[config.mk]
export PLATFORM = sky130hd
export DESIGN_NAME = instr_fetch
export DESIGN_NICKNAME = d
export VERILOG_FILES = /design/src/rtl/fetch_pkg.sv /design/src/rtl/fetch_pc_reg.sv /design/src/rtl/instr_fetch.sv
export SDC_FILE = /design/constraint.sdc
export NUM_CORES = 1
export LEC_CHECK = 0
export CAP_MARGIN = 20
export CORE_MARGIN = 5
export CORE_UTILIZATION = 44
export CTS_CLUSTER_DIAMETER = 200
export DETAILED_ROUTE_END_ITERATION = 16
export HOLD_SLACK_MARGIN = 0.06
export PLACE_DENSITY = 0.79
export SYNTH_ARGS = -nofsm -noshare
export SYNTH_HDL_FRONTEND = slang
export SYNTH_SLANG_ARGS = --single-unit
export TNS_END_PERCENT = 50
[constraint.sdc]
create_clock -name clk -period 2.7 [get_ports clk]
set_clock_uncertainty 0.2 [all_clocks]
set_input_delay 0.27 -clock clk [delete_from_list [all_inputs] [get_ports clk]]
set_output_delay 0.27 -clock clk [all_outputs]
set_load 0.005 [all_outputs]
[src/rtl/fetch_pkg.sv]
`default_nettype none
// ============================================================================
//  Module   : fetch_pkg
//  Purpose  : Shared types and constants for the instruction fetch slice.
//             Provides the fetch state encoding, the sequential PC step, the
//             default reset PC and the canonical NOP used for flushes.
//  Ports    : none (package)
//  Revision : 1.0  initial release
// ============================================================================
package fetch_pkg;

    // Output-register occupancy. HALT is only reachable when the
    // out-of-range fetch check is compiled in.
    typedef enum logic [1:0] {
        EMPTY = 2'd0,
        FULL  = 2'd1,
        HALT  = 2'd2
    } fetch_state_e;

    localparam int unsigned  PC_STEP          = 4;
    localparam logic [31:0]  DEFAULT_RESET_PC = 32'h0000_0000;

    // addi x0, x0, 0
    localparam logic [31:0]  INSTR_NOP        = 32'h0000_0013;

endpackage : fetch_pkg
`default_nettype wire

[src/rtl/fetch_pc_reg.sv]
`default_nettype none
// ============================================================================
//  Module   : fetch_pc_reg
//  Purpose  : Program counter register. Resets to RESET_PC, loads a redirect
//             target with the byte offset forced to zero, or steps to the
//             next sequential word. Arithmetic wraps modulo 2^PC_WIDTH.
//  Ports    : clk        - clock
//             rst        - synchronous active-high reset
//             incr_i     - advance pc by one word
//             load_i     - load load_pc_i (has priority over incr_i)
//             load_pc_i  - redirect target, bits [1:0] ignored
//             pc_o       - current pc
//  Revision : 1.0  initial release
// ============================================================================
module fetch_pc_reg
    import fetch_pkg::*;
#(
    parameter int unsigned           PC_WIDTH = 32,
    parameter logic [PC_WIDTH-1:0]   RESET_PC = PC_WIDTH'(DEFAULT_RESET_PC)
) (
    input  logic                clk,
    input  logic                rst,
    input  logic                incr_i,
    input  logic                load_i,
    input  logic [PC_WIDTH-1:0] load_pc_i,
    output logic [PC_WIDTH-1:0] pc_o
);

    logic [PC_WIDTH-1:0] pc_q;
    logic [PC_WIDTH-1:0] pc_d;

    always_comb begin
        pc_d = pc_q;
        if (load_i) begin
            pc_d = {load_pc_i[PC_WIDTH-1:2], 2'b00};
        end else if (incr_i) begin
            pc_d = pc_q + PC_WIDTH'(PC_STEP);
        end
    end

    always_ff @(posedge clk) begin
        if (rst) begin
            pc_q <= {RESET_PC[PC_WIDTH-1:2], 2'b00};
        end else begin
            pc_q <= pc_d;
        end
    end

    assign pc_o = pc_q;

endmodule : fetch_pc_reg
`default_nettype wire

[src/rtl/instr_fetch.sv]
`default_nettype none
// ============================================================================
//  Module   : instr_fetch
//  Purpose  : Instruction fetch unit. Addresses an asynchronous word ROM from
//             the pc register, captures the returned instruction together with
//             its pc into a one-entry valid/ready output register, absorbs
//             decode back-pressure and handles redirects (1 bubble).
//  Config   : FETCH_RANGE_CHECK_EN - when defined, a fetch from a pc beyond
//             the ROM halts the unit and raises fault until a redirect.
//             When undefined, upper pc bits are ignored (ROM aliases) and
//             fault is tied low.
//  Ports    : clk, rst                 - clock, synchronous active-high reset
//             rom_addr / rom_instr     - ROM word address / read data
//             redirect_valid/_pc       - load a new pc (top priority)
//             out_valid/ready/instr/pc - output handshake to decode
//             fault                    - out-of-range fetch halt
//  Revision : 1.0  initial release
// ============================================================================
module instr_fetch
    import fetch_pkg::*;
#(
    parameter int unsigned           DATA_WIDTH = 32,
    parameter int unsigned           ADDR_WIDTH = 11,
    parameter int unsigned           PC_WIDTH   = 32,
    parameter logic [PC_WIDTH-1:0]   RESET_PC   = PC_WIDTH'(DEFAULT_RESET_PC)
) (
    input  logic                  clk,
    input  logic                  rst,
    output logic [ADDR_WIDTH-1:0] rom_addr,
    input  logic [DATA_WIDTH-1:0] rom_instr,
    input  logic                  redirect_valid,
    input  logic [PC_WIDTH-1:0]   redirect_pc,
    output logic                  out_valid,
    input  logic                  out_ready,
    output logic [DATA_WIDTH-1:0] out_instr,
    output logic [PC_WIDTH-1:0]   out_pc,
    output logic                  fault
);

    fetch_state_e          state_q;
    logic                  out_valid_q;
    logic [DATA_WIDTH-1:0] out_instr_q;
    logic [PC_WIDTH-1:0]   out_pc_q;

    logic [PC_WIDTH-1:0]   w_pc;
    logic                  w_load;
    logic                  w_pc_oob;
    logic                  w_fetch;
    logic                  w_trap;

    // The output slot can take a new word when it is empty or being drained
    // this cycle. HALT never loads; only a redirect or reset leaves it.
    assign w_load  = !redirect_valid &&
                     ((state_q == EMPTY) || ((state_q == FULL) && out_ready));
    assign w_fetch = w_load && !w_pc_oob;
    assign w_trap  = w_load &&  w_pc_oob;

`ifdef FETCH_RANGE_CHECK_EN
    generate
        if (PC_WIDTH > ADDR_WIDTH + 2) begin : g_range_chk
            assign w_pc_oob = |w_pc[PC_WIDTH-1:ADDR_WIDTH+2];
        end else begin : g_range_full
            assign w_pc_oob = 1'b0;
        end
    endgenerate
    assign fault = (state_q == HALT);
`else
    assign w_pc_oob = 1'b0;
    assign fault    = 1'b0;
`endif

    fetch_pc_reg #(
        .PC_WIDTH (PC_WIDTH),
        .RESET_PC (RESET_PC)
    ) u_pc_reg (
        .clk       (clk),
        .rst       (rst),
        .incr_i    (w_fetch),
        .load_i    (redirect_valid),
        .load_pc_i (redirect_pc),
        .pc_o      (w_pc)
    );

    // ROM address comes straight off the pc register: no input-to-output path.
    assign rom_addr = w_pc[ADDR_WIDTH+1:2];

    // Redirect wins over everything except reset. A word sitting in the slot
    // with out_ready high during a redirect was already taken by decode, so
    // dropping out_valid here loses nothing.
    always_ff @(posedge clk) begin
        if (rst) begin
            state_q     <= EMPTY;
            out_valid_q <= 1'b0;
            out_instr_q <= '0;
            out_pc_q    <= '0;
        end else if (redirect_valid) begin
            state_q     <= EMPTY;
            out_valid_q <= 1'b0;
        end else if (w_fetch) begin
            state_q     <= FULL;
            out_valid_q <= 1'b1;
            out_instr_q <= rom_instr;
            out_pc_q    <= w_pc;
        end else if (w_trap) begin
            state_q     <= HALT;
            out_valid_q <= 1'b0;
        end
    end

    assign out_valid = out_valid_q;
    assign out_instr = out_instr_q;
    assign out_pc    = out_pc_q;

endmodule : instr_fetch
`default_nettype wire
=== Word-level counts from Yosys, hierarchy flattened ===
Index checks and enable logic that the tools add are counted.
W data, S select, Z words.

* Bitwise logic cells: 1
* Muxes and demuxes: 2
* Reduce and logical (&&, ||, !) cells: 8
* Add/sub/neg operators: 1

{| class="wikitable"
|+ Operators with widths
! operator !! count
|-
| $mux W32 || 2
|-
| $add A32 B3 Y32 const B || 1
|-
| $logic_and A1 B1 Y1 || 2
|-
| $logic_not A2 Y1 || 1
|-
| $reduce_and A2 Y1 || 1
|-
| $reduce_bool A2 Y1 || 1
|-
| $reduce_or A2 Y1 || 1
|-
| $logic_not A1 Y1 || 1
|-
| $logic_or A1 B1 Y1 || 1
|-
| $not A1 Y1 || 1
|}

* Register bits: 97
* Bits of input ports: 68
* Word-level logic and storage cells: 17
* Output and inout port bits: 77

=== Longest topological paths before layout ===
* Depth in word-level cells: 5
* Gate-level depth with buffers: 6

=== By module ===
A second synthesis with hierarchy kept.

* Cells, all modules: 534
* Area total of the unflattened synthesis: 4884.7 µm²

{| class="wikitable"
|+ By module, submodules not included
! module !! area an instance (µm²) !! cells each !! times used
|-
| instr_fetch || 2955.3 || 283 || 1
|-
| fetch_pc_reg || 1929.4 || 251 || 1
|}

=== Worst setup path after synthesis ===
Ideal clock, no wire load.

* Kind: reg2reg
* Start: register u_pc_reg.pc_q[11] (netlist: u_pc_reg.pc_o[11])
* End: register u_pc_reg.pc_q[29] (netlist: u_pc_reg.pc_o[29])
* Cell stages (with the launch flop): 7
* Arrival time: 1791 ps
* Required time: 2369 ps
* Period minus slack after synthesis: 2121 ps
* Setup time: 131 ps
* Path slack: 579 ps
* Cells stage by stage: dfxtp_1 -> nand4_2 -> or4_4 -> buf_6 -> nor4_1 -> xnor2_1 -> o22ai_1

* Cells in the longest elaborated chain, start to end: 3

{| class="wikitable"
|+ RTL lines
! item !! line !! RTL
|-
| from (decl) || fetch_pc_reg.sv:29 || <nowiki>logic [PC_WIDTH-1:0] pc_q;</nowiki>
|-
| from (signal assigned) || fetch_pc_reg.sv:43 || <nowiki>pc_q <= {RESET_PC[PC_WIDTH-1:2], 2'b00};</nowiki>
|-
| from (signal assigned) || fetch_pc_reg.sv:45 || <nowiki>pc_q <= pc_d;</nowiki>
|-
| $add A32 B3 Y32 || fetch_pc_reg.sv:37 || <nowiki>pc_d = pc_q + PC_WIDTH'(PC_STEP);</nowiki>
|-
| $mux W32 || fetch_pc_reg.sv:36 || <nowiki>end else if (incr_i) begin</nowiki>
|-
| $mux W32 || fetch_pc_reg.sv:34 || <nowiki>if (load_i) begin</nowiki>
|}

No other way between the ends. The select of a mux whose other input is x is not followed.
A chain may end at the register's enable or synchronous reset.

=== Final worst setup path ===
* Start: register u_pc_reg.pc_q[5] (netlist: u_pc_reg.pc_o[5])
* End: register u_pc_reg.pc_q[13] (netlist: u_pc_reg.pc_o[13])

Same word-level chain as after synthesis.

==> results.sh <==
export IMPL_netlist_instances=490
export IMPL_ant_nets=0
export IMPL_seqCellArea_um2=1862
export IMPL_ctsResizeCount=0
export IMPL_drt_vias_per_instance=5.087
export IMPL_die_height_um=104.4
export IMPL_finalSetupViolCount=0
export IMPL_rsz0062_at_grt="false"
export IMPL_timing_final_crit_share=0.8889
export IMPL_p_leak_nw=1.971
export IMPL_dp_hpwl_mm=7.820
export IMPL_end_kind="register"
export IMPL_netlist_area_um2=3918
export IMPL_avgSynthCellArea_um2=7.995
export IMPL_power_per_cell_area_nw_per_um2=536.9
export IMPL_max_cap_viol_count=0
export IMPL_die_area_um2=10890
export IMPL_ir_worst_vdd_mv=0.3252
export IMPL_antenna_found_initial=0
export IMPL_start_kind="register"
export IMPL_multiInputGateArea_um2=1828
export IMPL_clkTransAtPathRegs_ns=0.09
export IMPL_firstDrtPassIters=4
export IMPL_hp_class="in2reg"
export IMPL_slew_headroom=0.5819
export IMPL_post_cts_buffers=0
export IMPL_portBuffers=139
export IMPL_finalSetupTns_ns=0
export IMPL_synth_edff_count=0
export IMPL_holdPathStages=2
export IMPL_vias=3668
export IMPL_grt_pass1_wl_mm=17.68
export IMPL_cp_max_fo=8
export IMPL_clk_path_buf_depth=2
export IMPL_yosys_register_bits=93
export IMPL_top_layer_used="met4"
export IMPL_ios=145
export IMPL_clock_latency_ns=0.36
export IMPL_crit_required_ns=2.77
export IMPL_cts_root_buf="clkbuf_8"
export IMPL_synth_ff_type="dfxtp_1"
export IMPL_start_util=0.4514
export IMPL_crit_arrival_ns=2.47
export IMPL_area_growth_pct=41.78
export IMPL_drt_iter0_drc=132
export IMPL_clock_sinks=93
export IMPL_h_tree_depth=3
export IMPL_wl_met1_mm=4.497
export IMPL_wl_met2_mm=5.154
export IMPL_crit_type="reg2reg"
export IMPL_power_mw=2.982
export IMPL_wire_per_inst_um=14.87
export IMPL_period_minus_slack_ns=2.400
export IMPL_routed_wl_mm=10.72
export IMPL_die_w_um=104.4
export IMPL_core_area_um2=8678
export IMPL_track_usage=0.1960
export IMPL_cts_hold_buf=0
export IMPL_num_nets_final=677
export IMPL_status="finished, final reports clean"
export IMPL_ys_warn_count=0
export IMPL_drv_slew=0
export IMPL_reg2regPathDepth=4
export IMPL_gp_congestion=0.8052
export IMPL_wl_met3_um=840
export IMPL_synthDistinctLibCells=37
export IMPL_async_flop_share=0
export IMPL_fmax_mhz=416.7
export IMPL_cts_tree="done"
export IMPL_drc=0
export IMPL_tightest_slew_ns=0.6272
export IMPL_diodes=0
export IMPL_nFillCells=749
export IMPL_overflow=0
export IMPL_synth_seq_area_share=0.4752
export IMPL_cts_buffers=9
export IMPL_hold_viol_final=0
export IMPL_row_count=34
export IMPL_first_global_vias=3704
export IMPL_grt_max_degree=47
export IMPL_drive_gt1_frac=0.06036
cell usage after synthesis (2+ instances only):
library cell,number,area share
xor2_1,4,0.0089
nand4_1,5,0.0080
clkbuf_1,28,0.027
nor4_2,4,0.013
a211oi_1,15,0.029
nand3_1,15,0.019
mux2i_1,6,0.015
xnor2_1,22,0.049
a21oi_1,67,0.086
nor3_1,7,0.0089
dfxtp_1,93,0.48
o21ai_1,3,0.0038
nand2_1,144,0.14
buf_4,14,0.027
nor2_1,29,0.028
and4_1,3,0.0067
a311oi_1,2,0.0045
o22ai_1,2,0.0032
and3_1,3,0.0048
nor4_1,4,0.0064
inv_1,4,0.0038
metal layers:
metal | vias to the layer above | GRT usage
li1 | 1860 | -
met1 | 1682 | 0.2292
met2 | 108 | 0.3285
met3 | 18 | 0.06766
met4 | 0 | 0.07493
met5 | - | 0
worst max-delay path, stage by stage (launching register included):
cell and delay, ns:
dfxtp_1 0.46, nand4_1 0.26, or4_1 0.74, or3_1 0.37, a311oi_1 0.27
power by group:
part / internal, mW / total [mW] / switching [mW]
Clock: 0.546 / 1.04 / 0.491
Combinational: 0.253 / 0.436 / 0.183
Sequential: 1.45 / 1.51 / 0.0627
Total: 2.25 / 2.98 / 0.737
state kept, by name, summed over array words and instances (netlist names):
register and count:
out_instr 32, out_pc 30, u_pc_reg.pc_o 30, out_valid 1
path summary, 6_finish.rpt:
path	start	end	slack (ns)
hold / removal	rst	out_pc[28]	0.24
hold reg to reg	out_instr[4]	out_instr[4]	0.26
setup / recovery	u_pc_reg.pc_o[5]	u_pc_reg.pc_o[13]	0.30
setup reg to reg	u_pc_reg.pc_o[5]	u_pc_reg.pc_o[13]	0.30
cell families (layout without fill, tap and decap cells):
kind of cell	after synthesis	in the layout	share of synthesized area
simple gates	224	224	0.2565
flops	93	93	0.4752
compound gates	90	90	0.1281
buf+inv	49	170	0.06260
xor+xnor	26	26	0.05813
mux	6	6	0.01533
fa+ha+maj	1	1	0.003193
other cells	1	3	0.0009572
area by class of cell:
type | count | share of cell area
clock buffers | 10 | 0.02478
clock inverters | 6 | 0.01554
inverters | 5 | 0.003379
multi-input cells | 350 | 0.3291
flip-flops and latches | 93 | 0.3352
well taps | 108 | 0.02433
repair buffers | 149 | 0.2676
placed cells by master, fill, tap and decap left out, types with 4 or more instances in the layout:
| cell type | n |
|---|---|
| dfxtp_1 | 93 |
| a21oi_1 | 67 |
| nand4_1 | 5 |
| nor4_2 | 4 |
| clkbuf_8 | 10 |
| xor2_1 | 4 |
| nand2_1 | 143 |
| nor2_1 | 28 |
| buf_4 | 8 |
| nor4_1 | 4 |
| mux2i_1 | 6 |
| inv_1 | 4 |
| nor3_1 | 7 |
| clkdlybuf4s50_1 | 138 |
| nand3_1 | 15 |
| xnor2_1 | 22 |
| a211oi_1 | 15 |
per-stage QoR:
stage          setup WS, ns  instances  area (µm²)  utilization  hold slack [ns]
3_5_place_dp         0.2615        705        5330       0.6142           0.2456
2_1_floorplan        0.5788        492        3925            -           0.2060
3_3_place_gp         0.3050        705        5330       0.6142           0.2413
6_report             0.3001        721        5554       0.6400           0.2397
5_1_grt              0.1001        721        5554       0.6400           0.2326
4_1_cts              0.2953        721        5554       0.6400           0.2107
Note: power is estimated with default switching activity, not from simulation.
